## src/rtl/ps2_pkg.sv

```systemverilog
// rtl/ps2_pkg.sv - frame states, prefix bytes and filler-byte helper for the PS/2 key receiver
package ps2_pkg;

  typedef enum logic [1:0] {
    ST_IDLE,
    ST_DATA,
    ST_PARITY,
    ST_STOP
  } ps2_state_t;

  localparam logic [7:0] PFX_EXT    = 8'hE0;
  localparam logic [7:0] PFX_BRK    = 8'hF0;
  localparam logic [7:0] PFX_PAUSE  = 8'hE1;
  localparam logic [2:0] PAUSE_SKIP = 3'd7;

  // Keyboard status/ack codes that never represent a key
  function automatic logic is_filler(input logic [7:0] b);
    return (b == 8'h00) || (b == 8'hAA) || (b == 8'hEE) ||
           (b == 8'hFA) || (b == 8'hFE) || (b == 8'hFF);
  endfunction

endpackage

```

## src/rtl/ps2_sync_filter.sv

```systemverilog
// rtl/ps2_sync_filter.sv - 2-flop synchronizer plus FILT_LEN-cycle stability filter for one PS/2 line
module ps2_sync_filter #(
  parameter int FILT_LEN = 8
) (
  input  logic clk_sys,
  input  logic RESET_N,
  input  logic line_raw,
  output logic level
);

  localparam int CW = $clog2(FILT_LEN + 1);

  logic [1:0]    sync;
  logic [CW-1:0] cnt;

  always_ff @(posedge clk_sys) begin
    if (!RESET_N) begin
      sync  <= 2'b11;
      level <= 1'b1;
      cnt   <= '0;
    end else begin
      sync <= {sync[0], line_raw};
      // A new level is taken only after FILT_LEN consecutive disagreeing samples
      if (sync[1] == level) begin
        cnt <= '0;
      end else if (cnt == CW'(FILT_LEN - 1)) begin
        level <= sync[1];
        cnt   <= '0;
      end else begin
        cnt <= cnt + 1'b1;
      end
    end
  end

endmodule

```

## src/rtl/ps2_key_rx.sv

```systemverilog
// rtl/ps2_key_rx.sv - PS/2 keyboard frame receiver and scancode decoder; PS2_PARITY_EN enables parity rejection
module ps2_key_rx
  import ps2_pkg::*;
#(
  parameter int FILT_LEN    = 8,
  parameter int TIMEOUT_CYC = 48000
) (
  input  logic        clk_sys,
  input  logic        RESET_N,
  input  logic        ps2_clk,
  input  logic        ps2_dat,
  output logic [10:0] ps2_key,
  output logic        key_stb,
  output logic        frame_err
);

  localparam int TW = $clog2(TIMEOUT_CYC + 1);

  logic          clk_f, dat_f, clk_prev, strobe, frame_ok;
  ps2_state_t    state;
  logic [2:0]    bit_cnt, skip;
  logic [7:0]    shreg;
  logic [TW-1:0] tmo;
  logic          ext, brk;
`ifdef PS2_PARITY_EN
  logic          par_ok;
`endif

  ps2_sync_filter #(.FILT_LEN(FILT_LEN)) u_clk_filt (
    .clk_sys(clk_sys), .RESET_N(RESET_N), .line_raw(ps2_clk), .level(clk_f)
  );
  ps2_sync_filter #(.FILT_LEN(FILT_LEN)) u_dat_filt (
    .clk_sys(clk_sys), .RESET_N(RESET_N), .line_raw(ps2_dat), .level(dat_f)
  );

  assign strobe = clk_prev & ~clk_f;

  always_comb begin
    frame_ok = dat_f;
`ifdef PS2_PARITY_EN
    frame_ok = dat_f & par_ok;
`endif
  end

  always_ff @(posedge clk_sys) begin
    if (!RESET_N) begin
      state     <= ST_IDLE;
      clk_prev  <= 1'b1;
      bit_cnt   <= '0;
      shreg     <= '0;
      tmo       <= '0;
      ext       <= 1'b0;
      brk       <= 1'b0;
      skip      <= '0;
      ps2_key   <= '0;
      key_stb   <= 1'b0;
      frame_err <= 1'b0;
`ifdef PS2_PARITY_EN
      par_ok    <= 1'b0;
`endif
    end else begin
      clk_prev  <= clk_f;
      key_stb   <= 1'b0;
      frame_err <= 1'b0;
      // A strobe always restarts the inter-edge timer, even if it coincides with expiry
      if (strobe) begin
        tmo <= '0;
        case (state)
          ST_IDLE: begin
            if (!dat_f) begin
              state   <= ST_DATA;
              bit_cnt <= '0;
            end
          end
          ST_DATA: begin
            shreg   <= {dat_f, shreg[7:1]};
            bit_cnt <= bit_cnt + 1'b1;
            if (bit_cnt == 3'd7) state <= ST_PARITY;
          end
          ST_PARITY: begin
`ifdef PS2_PARITY_EN
            par_ok <= ^{shreg, dat_f};
`endif
            state <= ST_STOP;
          end
          ST_STOP: begin
            state <= ST_IDLE;
            if (!frame_ok) begin
              frame_err <= 1'b1;
              ext       <= 1'b0;
              brk       <= 1'b0;
            end else if (skip != 3'd0) begin
              skip <= skip - 1'b1;
            end else if (shreg == PFX_PAUSE) begin
              skip <= PAUSE_SKIP;
            end else if (shreg == PFX_EXT) begin
              ext <= 1'b1;
            end else if (shreg == PFX_BRK) begin
              brk <= 1'b1;
            end else if (!(is_filler(shreg) && !ext && !brk)) begin
              ps2_key <= {~ps2_key[10], ~brk, ext, shreg};
              key_stb <= 1'b1;
              ext     <= 1'b0;
              brk     <= 1'b0;
            end
          end
          default: state <= ST_IDLE;
        endcase
      end else if (state != ST_IDLE) begin
        if (tmo == TW'(TIMEOUT_CYC - 1)) begin
          state     <= ST_IDLE;
          frame_err <= 1'b1;
          tmo       <= '0;
        end else begin
          tmo <= tmo + 1'b1;
        end
      end
    end
  end

endmodule
```

## config.mk

```make
export PLATFORM = sky130hd
export DESIGN_NAME = ps2_key_rx
export DESIGN_NICKNAME = d
export VERILOG_FILES = /design/src/rtl/ps2_pkg.sv /design/src/rtl/ps2_sync_filter.sv /design/src/rtl/ps2_key_rx.sv
export SDC_FILE = /design/constraint.sdc
export NUM_CORES = 1
export LEC_CHECK = 0
export CAP_MARGIN = 20
export CORE_MARGIN = 3
export CORE_UTILIZATION = 66
export CTS_BUF_LIST = sky130_fd_sc_hd__clkbuf_2
export DETAILED_ROUTE_END_ITERATION = 6
export PLACE_DENSITY = 0.87
export SYNTH_ARGS = -nofsm -noshare
export SYNTH_HDL_FRONTEND = slang
export SYNTH_SLANG_ARGS = --single-unit
```

## constraint.sdc

```tcl
create_clock -name clk_sys -period 3.6 [get_ports clk_sys]
set_clock_uncertainty 0.2 [all_clocks]
set_input_delay 0.54 -clock clk_sys [delete_from_list [all_inputs] [get_ports clk_sys]]
set_output_delay 0.54 -clock clk_sys [all_outputs]
set_load 0.01 [all_outputs]
```

==> flow_metrics.env, run 1 <==
export IMPL_critical_path_required_ns=3.81
export IMPL_seq_area_um2=1240
export IMPL_cts_resized=0
export IMPL_r2r_start="state[0]$_SDFFE_PN0P_"
export IMPL_worstSetupPathType="reg2reg"
export IMPL_slew_limit_headroom_pct=50.9
export IMPL_p_clk_share_pct=35.7
export IMPL_dpl_hpwl_mm=3.62
export IMPL_fin_tns_setup_ns=0
export IMPL_setup_viol=0
export IMPL_clock_latency_ns=0.48
export IMPL_r2r_cells=6
export IMPL_syn_nets=332
export IMPL_synthCells=317
export IMPL_cts_setup_buffers=0
export IMPL_clock_path_buffers=2
export IMPL_critPathMaxFanout=7
export IMPL_cts_htree_levels=3
export IMPL_routed_wl_mm=5.16
export IMPL_grt_max_degree=37
export IMPL_syn_avg_cell_area_um2=9.00
export IMPL_grt_pass1_vias=2161
export IMPL_multi_input_area_um2=1500
export IMPL_fin_crit_sh_pct=69.7
export IMPL_peakVddDrop_mv=0.295
export IMPL_tightestPinTransition_ns=0.735
export IMPL_coreArea_um2=4090
export IMPL_viasPerCell=5.83
export IMPL_grt_pass1_wl_mm=9.27
export IMPL_fill_cells=308
export IMPL_synthArstFlopShare_pct=0
export IMPL_wl_per_cell_um=13.4
export IMPL_cp_top_family="compound AO/OA/AOI/OAI gates"
export IMPL_internal_power_mw=0.867
export IMPL_rsz0062_at_grt="no"
export IMPL_p_sw_share_pct=24.1
export IMPL_holdBufCountCts=0
export IMPL_crit_arrival_ns=2.72
export IMPL_hold_viol=0
export IMPL_drtAntennaViolNets=0
export IMPL_ys_types=48
export IMPL_dieArea_um2=5150
export IMPL_crit_path_start="state[0]$_SDFFE_PN0P_"
export IMPL_vias=2251
export IMPL_start_kind="flip-flop"
export IMPL_path_buf_inv=1
export IMPL_final_cell_mix="dfxtp_1, nand2_1, nor2_1"
export IMPL_ys_seq_area_share_pct=43.5
export IMPL_hold_start="u_dat_filt.sync[0]$_SDFF_PN1_"
export IMPL_antenna_cells=0
export IMPL_final_util_pct=76.5
export IMPL_synth_edff_count=0
export IMPL_maxSlewViolCount=0
export IMPL_synth_top_area_share_pct=43.5
export IMPL_maxCapViolations=0
export IMPL_cts_buffers=9
export IMPL_place_gp_congestion=0.905
export IMPL_row_count=23
export IMPL_synth_ff_type="dfxtp_1"
export IMPL_synth_seq_cells=62
export IMPL_reg2reg_slack_ns=1.09
export IMPL_die_x_um=71.7
export IMPL_area_growth_pct=9.65
export IMPL_hold_path_end="u_dat_filt.sync[1]$_SDFF_PN1_"
export IMPL_drtIter0Drc=140
export IMPL_synth_warnings=0
export IMPL_r2r_end="ps2_key[5]$_SDFFE_PN0P_"
export IMPL_end_kind="flip-flop"
export IMPL_cts_sinks=62
export IMPL_final_common_cell="dfxtp_1"
export IMPL_run_status="completed"
export IMPL_slowest_delay_ns=0.52
export IMPL_io_buffers=16
export IMPL_worst_slack_ns=1.09
export IMPL_drive_gt1_share_pct=6.25
export IMPL_nets=346
export IMPL_grt_most_used_layer="met2"
export IMPL_cts_tree="yes"
export IMPL_dieHeight_um=71.7
export IMPL_synth_top_cells_by_area="dfxtp_1, mux2i_1, nand2_1"
export IMPL_use_met3_pct=4.91
export IMPL_slowest_stage="a31oi_1"
export IMPL_fmaxAchievable_mhz=398
export IMPL_dr_pass1_iters=4
export IMPL_gr_usage_all_layers_pct=22.6
export IMPL_path_clk_slew_ns=0.16
export IMPL_combPwrFrac_pct=3.4
export IMPL_met1_usage_pct=28.2
export IMPL_cts_root_buf="clkbuf_2"
export IMPL_hold_depth=1
export IMPL_seqPwrFrac_pct=60.9
export IMPL_layout_min_cycle_time_ns=2.51
export IMPL_initial_core_util_pct=69.8
export IMPL_overflow=0
export IMPL_power_density_nw_per_um2=365
export IMPL_crit_chain="ha_1 -> nand4b_1 -> a311o_1 -> a31oi_1 -> buf_4 -> mux2i_1"
export IMPL_synth_largest_area_cell="dfxtp_1"
export IMPL_p_leak_nw=1.21
export IMPL_grtUsageMet2_pct=37.1
export IMPL_antenna_found_initial=0
export IMPL_hold_path_class="reg2reg"
export IMPL_pin_count=17
export IMPL_post_route_drc_count=0
export IMPL_pre_cts_slack_ns=1.17
export IMPL_netSwitchingPower_mw=0.276
export IMPL_netlist_area_um2=2850
==> routing by layer <==
metal  routed length (um)  up-vias
met5                    0        -
met2                 2440       49
li1                     -     1140
met1                 2360     1053
met3                  264        9
met4                   92        0
==> area by class of cell <==
class	instances	share of cell area [%]
multi-input cells	227	47.8
well taps	50	2.00
clock buffers	11	1.76
inverters	13	1.56
flip-flops and latches	62	39.7
repair buffers	18	5.60
clock inverters	5	1.60
==> power by group through the flow <==
stage | clock, mW | sequential [mW] | combinational [mW]
final | 0.407 | 0.696 | 0.0389
after global routing | 0.442 | 0.697 | 0.0438
after CTS | 0.412 | 0.696 | 0.0391
after detailed placement | 0 | 0.710 | 0.0388
after global placement | 0 | 0.710 | 0.0381
after floorplan | 0 | 0.709 | 0.0298
==> state kept, by name, indices dropped and copies added, names as in the netlist, 2 cells and up <==
| register | cells |
|---|---|
| u_dat_filt.sync | 2 |
| bit_cnt | 3 |
| skip | 3 |
| state | 2 |
| shreg | 8 |
| tmo | 16 |
| u_clk_filt.cnt | 4 |
| u_dat_filt.cnt | 4 |
| u_clk_filt.sync | 2 |
| ps2_key | 11 |
==> synthesized netlist by cell type (all sizes together) (2+ instances only) <==
cell    number
and3         3
and4b        2
o211ai       3
a21oi       14
nand4        6
nor2        28
o221a        2
nor3         2
and2         4
or3          4
clkbuf       9
a31oi        3
nand3b       3
nand2b      12
inv         13
o31ai        5
nor2b        6
xor2        12
nand4b       2
dfxtp       62
buf          6
ha          11
o21ai        3
xnor2        4
o22ai        2
a211oi       2
or4          7
mux2i       21
nand2       38
nand3       14
==> through the flow <==
stage / hold slack (ns) / instances / cell area (um2) / power, mW
after floorplan: 0.186 / 317 / 2850 / 0.739
after global placement: 0.195 / 370 / 3020 / 0.748
after detailed placement: 0.206 / 370 / 3020 / 0.749
after CTS: 0.243 / 386 / 3130 / 1.15
after global routing: 0.254 / 386 / 3130 / 1.18
final: 0.236 / 386 / 3130 / 1.14
==> worst max path at each step <==
stage / endpoint / slack, ns / cells after the start
5_1_grt: ps2_key[5]$_SDFFE_PN0P_ / 0.84 / 6
6_report: ps2_key[5]$_SDFFE_PN0P_ / 1.09 / 6
2_1_floorplan: tmo[15]$_SDFFE_PP0N_ / 1.38 / 8
3_5_place_dp: ps2_key[6]$_SDFFE_PN0P_ / 1.17 / 6
3_3_place_gp: ps2_key[10]$_SDFFE_PN0P_ / 1.24 / 6
4_1_cts: ps2_key[5]$_SDFFE_PN0P_ / 1.08 / 6
==> cells by family (layout without fill, tap and decap cells) <==
logic type,after synthesis,after routing,synth area share (%)
and+or+nand+nor,135,135,24.6
DFF,62,62,43.5
AOI/OAI and AO/OA,44,44,10.7
buffers and inverters,28,47,4.08
muxes,21,21,7.37
xor gates and xnor gates,16,16,4.91
adders and majority gates,11,11,4.82
==> worst register-to-register path, stage by stage, from the launching register on <==
cell,delay (ns)
dfxtp_1,0.46
ha_1,0.23
nand4b_1,0.20
a311o_1,0.36
a31oi_1,0.52
buf_4,0.29
mux2i_1,0.20
No activity file was read; power rests on OpenSTA's default activity.
==> run 2: changes to the inputs <==
--- a/config.mk
+++ b/config.mk
@@ -7,10 +7,10 @@
 export LEC_CHECK = 0
 export CAP_MARGIN = 20
 export CORE_MARGIN = 3
-export CORE_UTILIZATION = 66
+export CORE_UTILIZATION = 61
 export CTS_BUF_LIST = sky130_fd_sc_hd__clkbuf_2
 export DETAILED_ROUTE_END_ITERATION = 6
-export PLACE_DENSITY = 0.87
+export PLACE_DENSITY = 0.81
 export SYNTH_ARGS = -nofsm -noshare
 export SYNTH_HDL_FRONTEND = slang
 export SYNTH_SLANG_ARGS = --single-unit
==> constraint.sdc (replaced) <==
create_clock -name clk_sys -period 2.5 [get_ports clk_sys]
set_clock_uncertainty 0.2 [all_clocks]
set_input_delay 0.375 -clock clk_sys [delete_from_list [all_inputs] [get_ports clk_sys]]
set_output_delay 0.375 -clock clk_sys [all_outputs]
set_load 0.01 [all_outputs]
==> flow_metrics.env, run 2 (synthesized netlist as in run 1, its figures left out) <==
export IMPL_regMostFlops="tmo"
export IMPL_grtUsageMet2_pct=36.3
export IMPL_cts_tree="yes"
export IMPL_p_leak_nw=1.24
export IMPL_dieArea_um2=5530
export IMPL_antenna_found_initial=0
export IMPL_reg2reg_slack_ns=0.21
export IMPL_vias=2260
export IMPL_cts_sinks=62
export IMPL_initial_core_util_pct=64.2
export IMPL_nets=352
export IMPL_clock_path_buffers=2
export IMPL_hold_path_end="u_dat_filt.sync[0]$_SDFF_PN1_"
export IMPL_dr_pass1_iters=4
export IMPL_r2r_start="state[0]$_SDFFE_PN0P_"
export IMPL_place_gp_congestion=0.852
export IMPL_viasPerCell=5.74
export IMPL_routed_wl_mm=5.40
export IMPL_critPathMaxFanout=6
export IMPL_area_growth_pct=11.8
export IMPL_die_x_um=74.4
export IMPL_grt_pass1_vias=2041
export IMPL_fin_crit_sh_pct=91.5
export IMPL_cts_resized=0
export IMPL_fmaxAchievable_mhz=437
export IMPL_drtAntennaViolNets=0
export IMPL_grt_most_used_layer="met2"
export IMPL_cts_setup_buffers=0
export IMPL_overflow=0
export IMPL_power_density_nw_per_um2=527
export IMPL_cts_buffers=9
export IMPL_r2r_cells=6
export IMPL_final_cell_mix="dfxtp_1, nand2_1, nor2_1"
export IMPL_final_common_cell="dfxtp_1"
export IMPL_hold_start="ps2_dat"
export IMPL_r2r_end="tmo[15]$_SDFFE_PP0N_"
export IMPL_cts_root_buf="clkbuf_2"
export IMPL_drtIter0Drc=89
export IMPL_row_count=24
export IMPL_hold_depth=2
export IMPL_dp_cells=378
export IMPL_hold_path_class="in2reg"
export IMPL_peakVddDrop_mv=0.451
export IMPL_drive_gt1_share_pct=8.48
export IMPL_dieHeight_um=74.4
export IMPL_cts_htree_levels=3
export IMPL_largest_register_ffs=16
export IMPL_hold_viol=0
export IMPL_worstSetupPathType="reg2reg"
export IMPL_layout_cells_non_filler=394
export IMPL_maxCapViolations=0
export IMPL_start_kind="flip-flop"
export IMPL_fin_tns_setup_ns=0
export IMPL_dpl_hpwl_mm=3.87
export IMPL_tightestPinTransition_ns=0.438
export IMPL_crit_arrival_ns=2.53
export IMPL_use_met3_pct=7.57
export IMPL_end_kind="flip-flop"
export IMPL_slew_limit_headroom_pct=70.7
export IMPL_post_route_drc_count=0
export IMPL_grt_pass1_wl_mm=9.22
export IMPL_io_buffers=16
export IMPL_largestRegisters="tmo x16, ps2_key x11, shreg x8"
export IMPL_setup_viol=0
export IMPL_grt_max_degree=32
export IMPL_gr_usage_all_layers_pct=21.9
export IMPL_clock_latency_ns=0.49
export IMPL_antenna_cells=0
export IMPL_pin_count=17
export IMPL_coreArea_um2=4440
export IMPL_maxSlewViolCount=0
export IMPL_critical_path_required_ns=2.75
export IMPL_rsz0062_at_grt="no"
export IMPL_holdBufCountCts=0
export IMPL_wl_per_cell_um=13.7
export IMPL_met1_usage_pct=26.1
export IMPL_path_clk_slew_ns=0.18
export IMPL_run_status="completed"
export IMPL_layout_min_cycle_time_ns=2.29
==> run 2: area by class of cell <==
class / count / area, um2
Clock buffer: 9 / 45.0
Multi-Input combinational cell: 227 / 1500
Timing Repair Buffer: 24 / 220
Fill cell: 342 / 1250
Clock inverter: 7 / 75.1
Inverter: 13 / 48.8
Sequential cell: 62 / 1240
Tap cell: 52 / 65.1
==> run 2: per-stage QoR <==
stage                     power, mW  setup slack, ns  util, %  hold slack [ns]  area, um2
after global placement         1.08            0.345     69.1            0.194       3070
final                          1.68            0.213     71.8            0.232       3190
after floorplan                1.06            0.280        -            0.186       2850
after detailed placement       1.08            0.250     69.1            0.197       3070
after CTS                      1.69            0.217     71.8            0.211       3190
after global routing           1.76           0.0845     71.8            0.192       3190
==> run 2: where the power goes <==
| group | switching (mW) | internal, mW |
|---|---|---|
| sequential | 0.00551 | 0.997 |
| clock | 0.388 | 0.231 |
| combinational | 0.0375 | 0.0235 |
| total | 0.431 | 1.25 |
==> run 2: routing by layer <==
layer	up-vias	routed length, um
li1	1153	-
met1	1068	2410
met2	28	2720
met3	11	177
met4	0	96
met5	-	0
==> run 2: worst max-delay path by stage <==
stage | startpoint | to | slack [ns] | cells after the start
after global placement | state[0]$_SDFFE_PN0P_ | tmo[15]$_SDFFE_PP0N_ | 0.34 | 6
after global routing | state[0]$_SDFFE_PN0P_ | tmo[15]$_SDFFE_PP0N_ | 0.08 | 6
after detailed placement | state[0]$_SDFFE_PN0P_ | tmo[15]$_SDFFE_PP0N_ | 0.25 | 6
after CTS | state[0]$_SDFFE_PN0P_ | tmo[15]$_SDFFE_PP0N_ | 0.22 | 6
after floorplan | state[0]$_SDFFE_PN0P_ | tmo[15]$_SDFFE_PP0N_ | 0.28 | 8
final | state[0]$_SDFFE_PN0P_ | tmo[15]$_SDFFE_PP0N_ | 0.21 | 6
==> run 2: critical path, cell delays in order, from the launching register on <==
cell and delay (ns):
dfxtp_1 0.45, inv_1 0.09, ha_1 0.26, and4b_1 0.37
nand3_1 0.20, or4_1 0.52, a21oi_1 0.14
==> run 3: changes to the inputs <==
--- a/config.mk
+++ b/config.mk
@@ -7,10 +7,9 @@
 export LEC_CHECK = 0
 export CAP_MARGIN = 20
 export CORE_MARGIN = 3
-export CORE_UTILIZATION = 61
+export CORE_UTILIZATION = 45
 export CTS_BUF_LIST = sky130_fd_sc_hd__clkbuf_2
 export DETAILED_ROUTE_END_ITERATION = 6
-export PLACE_DENSITY = 0.81
 export SYNTH_ARGS = -nofsm -noshare
 export SYNTH_HDL_FRONTEND = slang
 export SYNTH_SLANG_ARGS = --single-unit
==> flow_metrics.env, run 3 (synthesized netlist as in run 1, its figures left out) <==
export IMPL_p_sw_share_pct=23.3
export IMPL_gr_usage_all_layers_pct=16.9
export IMPL_viasPerCell=5.36
export IMPL_holdBufCountCts=0
export IMPL_dr_pass1_iters=4
export IMPL_largest_register_ffs=16
export IMPL_drtAntennaViolNets=0
export IMPL_fin_crit_sh_pct=87.6
export IMPL_start_kind="flip-flop"
export IMPL_cts_buffers=9
export IMPL_critPathMaxFanout=6
export IMPL_io_buffers=16
export IMPL_critical_path_required_ns=2.74
export IMPL_fin_tns_setup_ns=0
export IMPL_peakVddDrop_mv=0.266
export IMPL_overflow=0
export IMPL_clock_path_buffers=2
export IMPL_post_route_drc_count=0
export IMPL_antenna_found_initial=0
export IMPL_coreArea_um2=6030
export IMPL_setup_viol=0
export IMPL_layout_min_cycle_time_ns=2.19
export IMPL_r2r_end="tmo[15]$_SDFFE_PP0N_"
export IMPL_crit_path_start="state[0]$_SDFFE_PN0P_"
export IMPL_hold_worst_slack_ns=0.229
export IMPL_grt_pass1_vias=2079
export IMPL_slowest_delay_ns=0.50
export IMPL_dieArea_um2=7330
export IMPL_wl_per_cell_um=13.5
export IMPL_cts_setup_buffers=0
export IMPL_row_count=28
export IMPL_routed_wl_mm=5.64
export IMPL_grt_max_degree=34
export IMPL_worstSetupPathType="reg2reg"
export IMPL_drtIter0Drc=129
export IMPL_p_clk_share_pct=39.0
export IMPL_initial_core_util_pct=47.3
export IMPL_nets=354
export IMPL_place_gp_congestion=0.814
export IMPL_cts_tree="yes"
export IMPL_run_status="completed"
export IMPL_cts_resized=0
export IMPL_drive_gt1_share_pct=8.16
export IMPL_maxCapViolations=0
export IMPL_stdcell_area_um2=3240
export IMPL_regMostFlops="tmo"
export IMPL_slew_limit_headroom_pct=64.5
export IMPL_cp_endpoint="tmo[15]$_SDFFE_PP0N_"
export IMPL_die_x_um=85.6
export IMPL_internal_power_mw=1.34
export IMPL_final_cell_mix="dfxtp_1, nand2_1, nor2_1"
export IMPL_r2r_cells=6
export IMPL_netSwitchingPower_mw=0.406
export IMPL_cts_htree_levels=3
export IMPL_largestRegisters="tmo x16, ps2_key x11, shreg x8"
export IMPL_cts_sinks=62
export IMPL_final_common_cell="dfxtp_1"
export IMPL_maxSlewViolCount=0
export IMPL_hold_viol=0
export IMPL_cts_root_buf="clkbuf_2"
export IMPL_dpl_hpwl_mm=4.03
export IMPL_rsz0062_at_grt="no"
export IMPL_path_clk_slew_ns=0.18
export IMPL_antenna_cells=0
export IMPL_pin_count=17
export IMPL_reg2reg_slack_ns=0.31
export IMPL_crit_arrival_ns=2.43
export IMPL_grt_pass1_wl_mm=9.69
export IMPL_crit_chain="inv_1 -> ha_1 -> and4b_1 -> nand3_1 -> or4_1 -> a21oi_1"
export IMPL_end_kind="flip-flop"
export IMPL_dpl_cell_area_um2=3110
export IMPL_combPwrFrac_pct=3.4
export IMPL_power_density_nw_per_um2=538
export IMPL_tightestPinTransition_ns=0.532
export IMPL_r2r_start="state[0]$_SDFFE_PN0P_"
export IMPL_hold_path_class="reg2reg"
export IMPL_dieHeight_um=85.6
export IMPL_area_growth_pct=13.5
export IMPL_vias=2239
export IMPL_slowest_stage="or4_1"
export IMPL_clock_latency_ns=0.49
export IMPL_fmaxAchievable_mhz=457
export IMPL_p_leak_nw=1.26
export IMPL_seqPwrFrac_pct=57.5
run 3: changes by cell type in the layout (fill, tap and decap cells not counted), sizes merged:
cell,delta
clkinvlp,-3
buf,+2
bufinv,+1
clkinv,+1
run 3: layer usage:
metal	part of all wire [%]	GRT usage, %
met5	0	0
met4	2.6	9.06
met3	4.4	4.80
met2	43	24.6
met1	50	22.4
run 3: critical path, delay by kind of cell (launching register included):
| kind | cells | cell delay, ns |
|---|---|---|
| AO/OA/AOI/OAI | 1 | 0.15 |
| adder cells (fa/ha/maj) | 1 | 0.23 |
| buffers and inverters | 1 | 0.09 |
| flip-flops | 1 | 0.44 |
| AND/OR/NAND/NOR | 3 | 1.03 |
run 3: stage by stage:
step | utilization (%) | cells | total power [mW] | setup WS (ns)
after floorplan | - | 317 | 1.06 | 0.280
after global placement | 51.7 | 403 | 1.08 | 0.379
after detailed placement | 51.7 | 403 | 1.08 | 0.349
after CTS | 53.7 | 418 | 1.77 | 0.304
after global routing | 53.7 | 418 | 1.81 | 0.140
final | 53.7 | 418 | 1.74 | 0.310
run 3: worst min-delay path by stage:
stage	start	endpoint	slack, ns	cells after the start
finish	u_dat_filt.sync[0]$_SDFF_PN1_	u_dat_filt.sync[1]$_SDFF_PN1_	0.23	1
global route	ps2_clk	u_clk_filt.sync[0]$_SDFF_PN1_	0.17	2
CTS	ps2_clk	u_clk_filt.sync[0]$_SDFF_PN1_	0.19	2
detailed placement	u_clk_filt.sync[0]$_SDFF_PN1_	u_clk_filt.sync[1]$_SDFF_PN1_	0.20	1
global placement	u_clk_filt.sync[0]$_SDFF_PN1_	u_clk_filt.sync[1]$_SDFF_PN1_	0.19	1
floorplan	u_clk_filt.sync[0]$_SDFF_PN1_	u_clk_filt.sync[1]$_SDFF_PN1_	0.19	1
run 3: power by group through the flow:
stage / Clock [mW] / Combinational, mW / Sequential (mW)
2_1_floorplan: 0 / 0.0429 / 1.02
3_3_place_gp: 0 / 0.0599 / 1.02
3_5_place_dp: 0 / 0.0607 / 1.02
4_1_cts: 0.704 / 0.0605 / 1.00
5_1_grt: 0.743 / 0.0674 / 1.00
6_report: 0.679 / 0.0599 / 1.00
run 3: layout make-up:
type                       count  area (um2)
fill                         580        2790
multi-input combinational    227        1500
sequential                    62        1240
timing repair buffer          26         235
tap                           75        93.8
clock inverter                 6        77.6
inverter                      13        48.8
clock buffer                   9        45.0
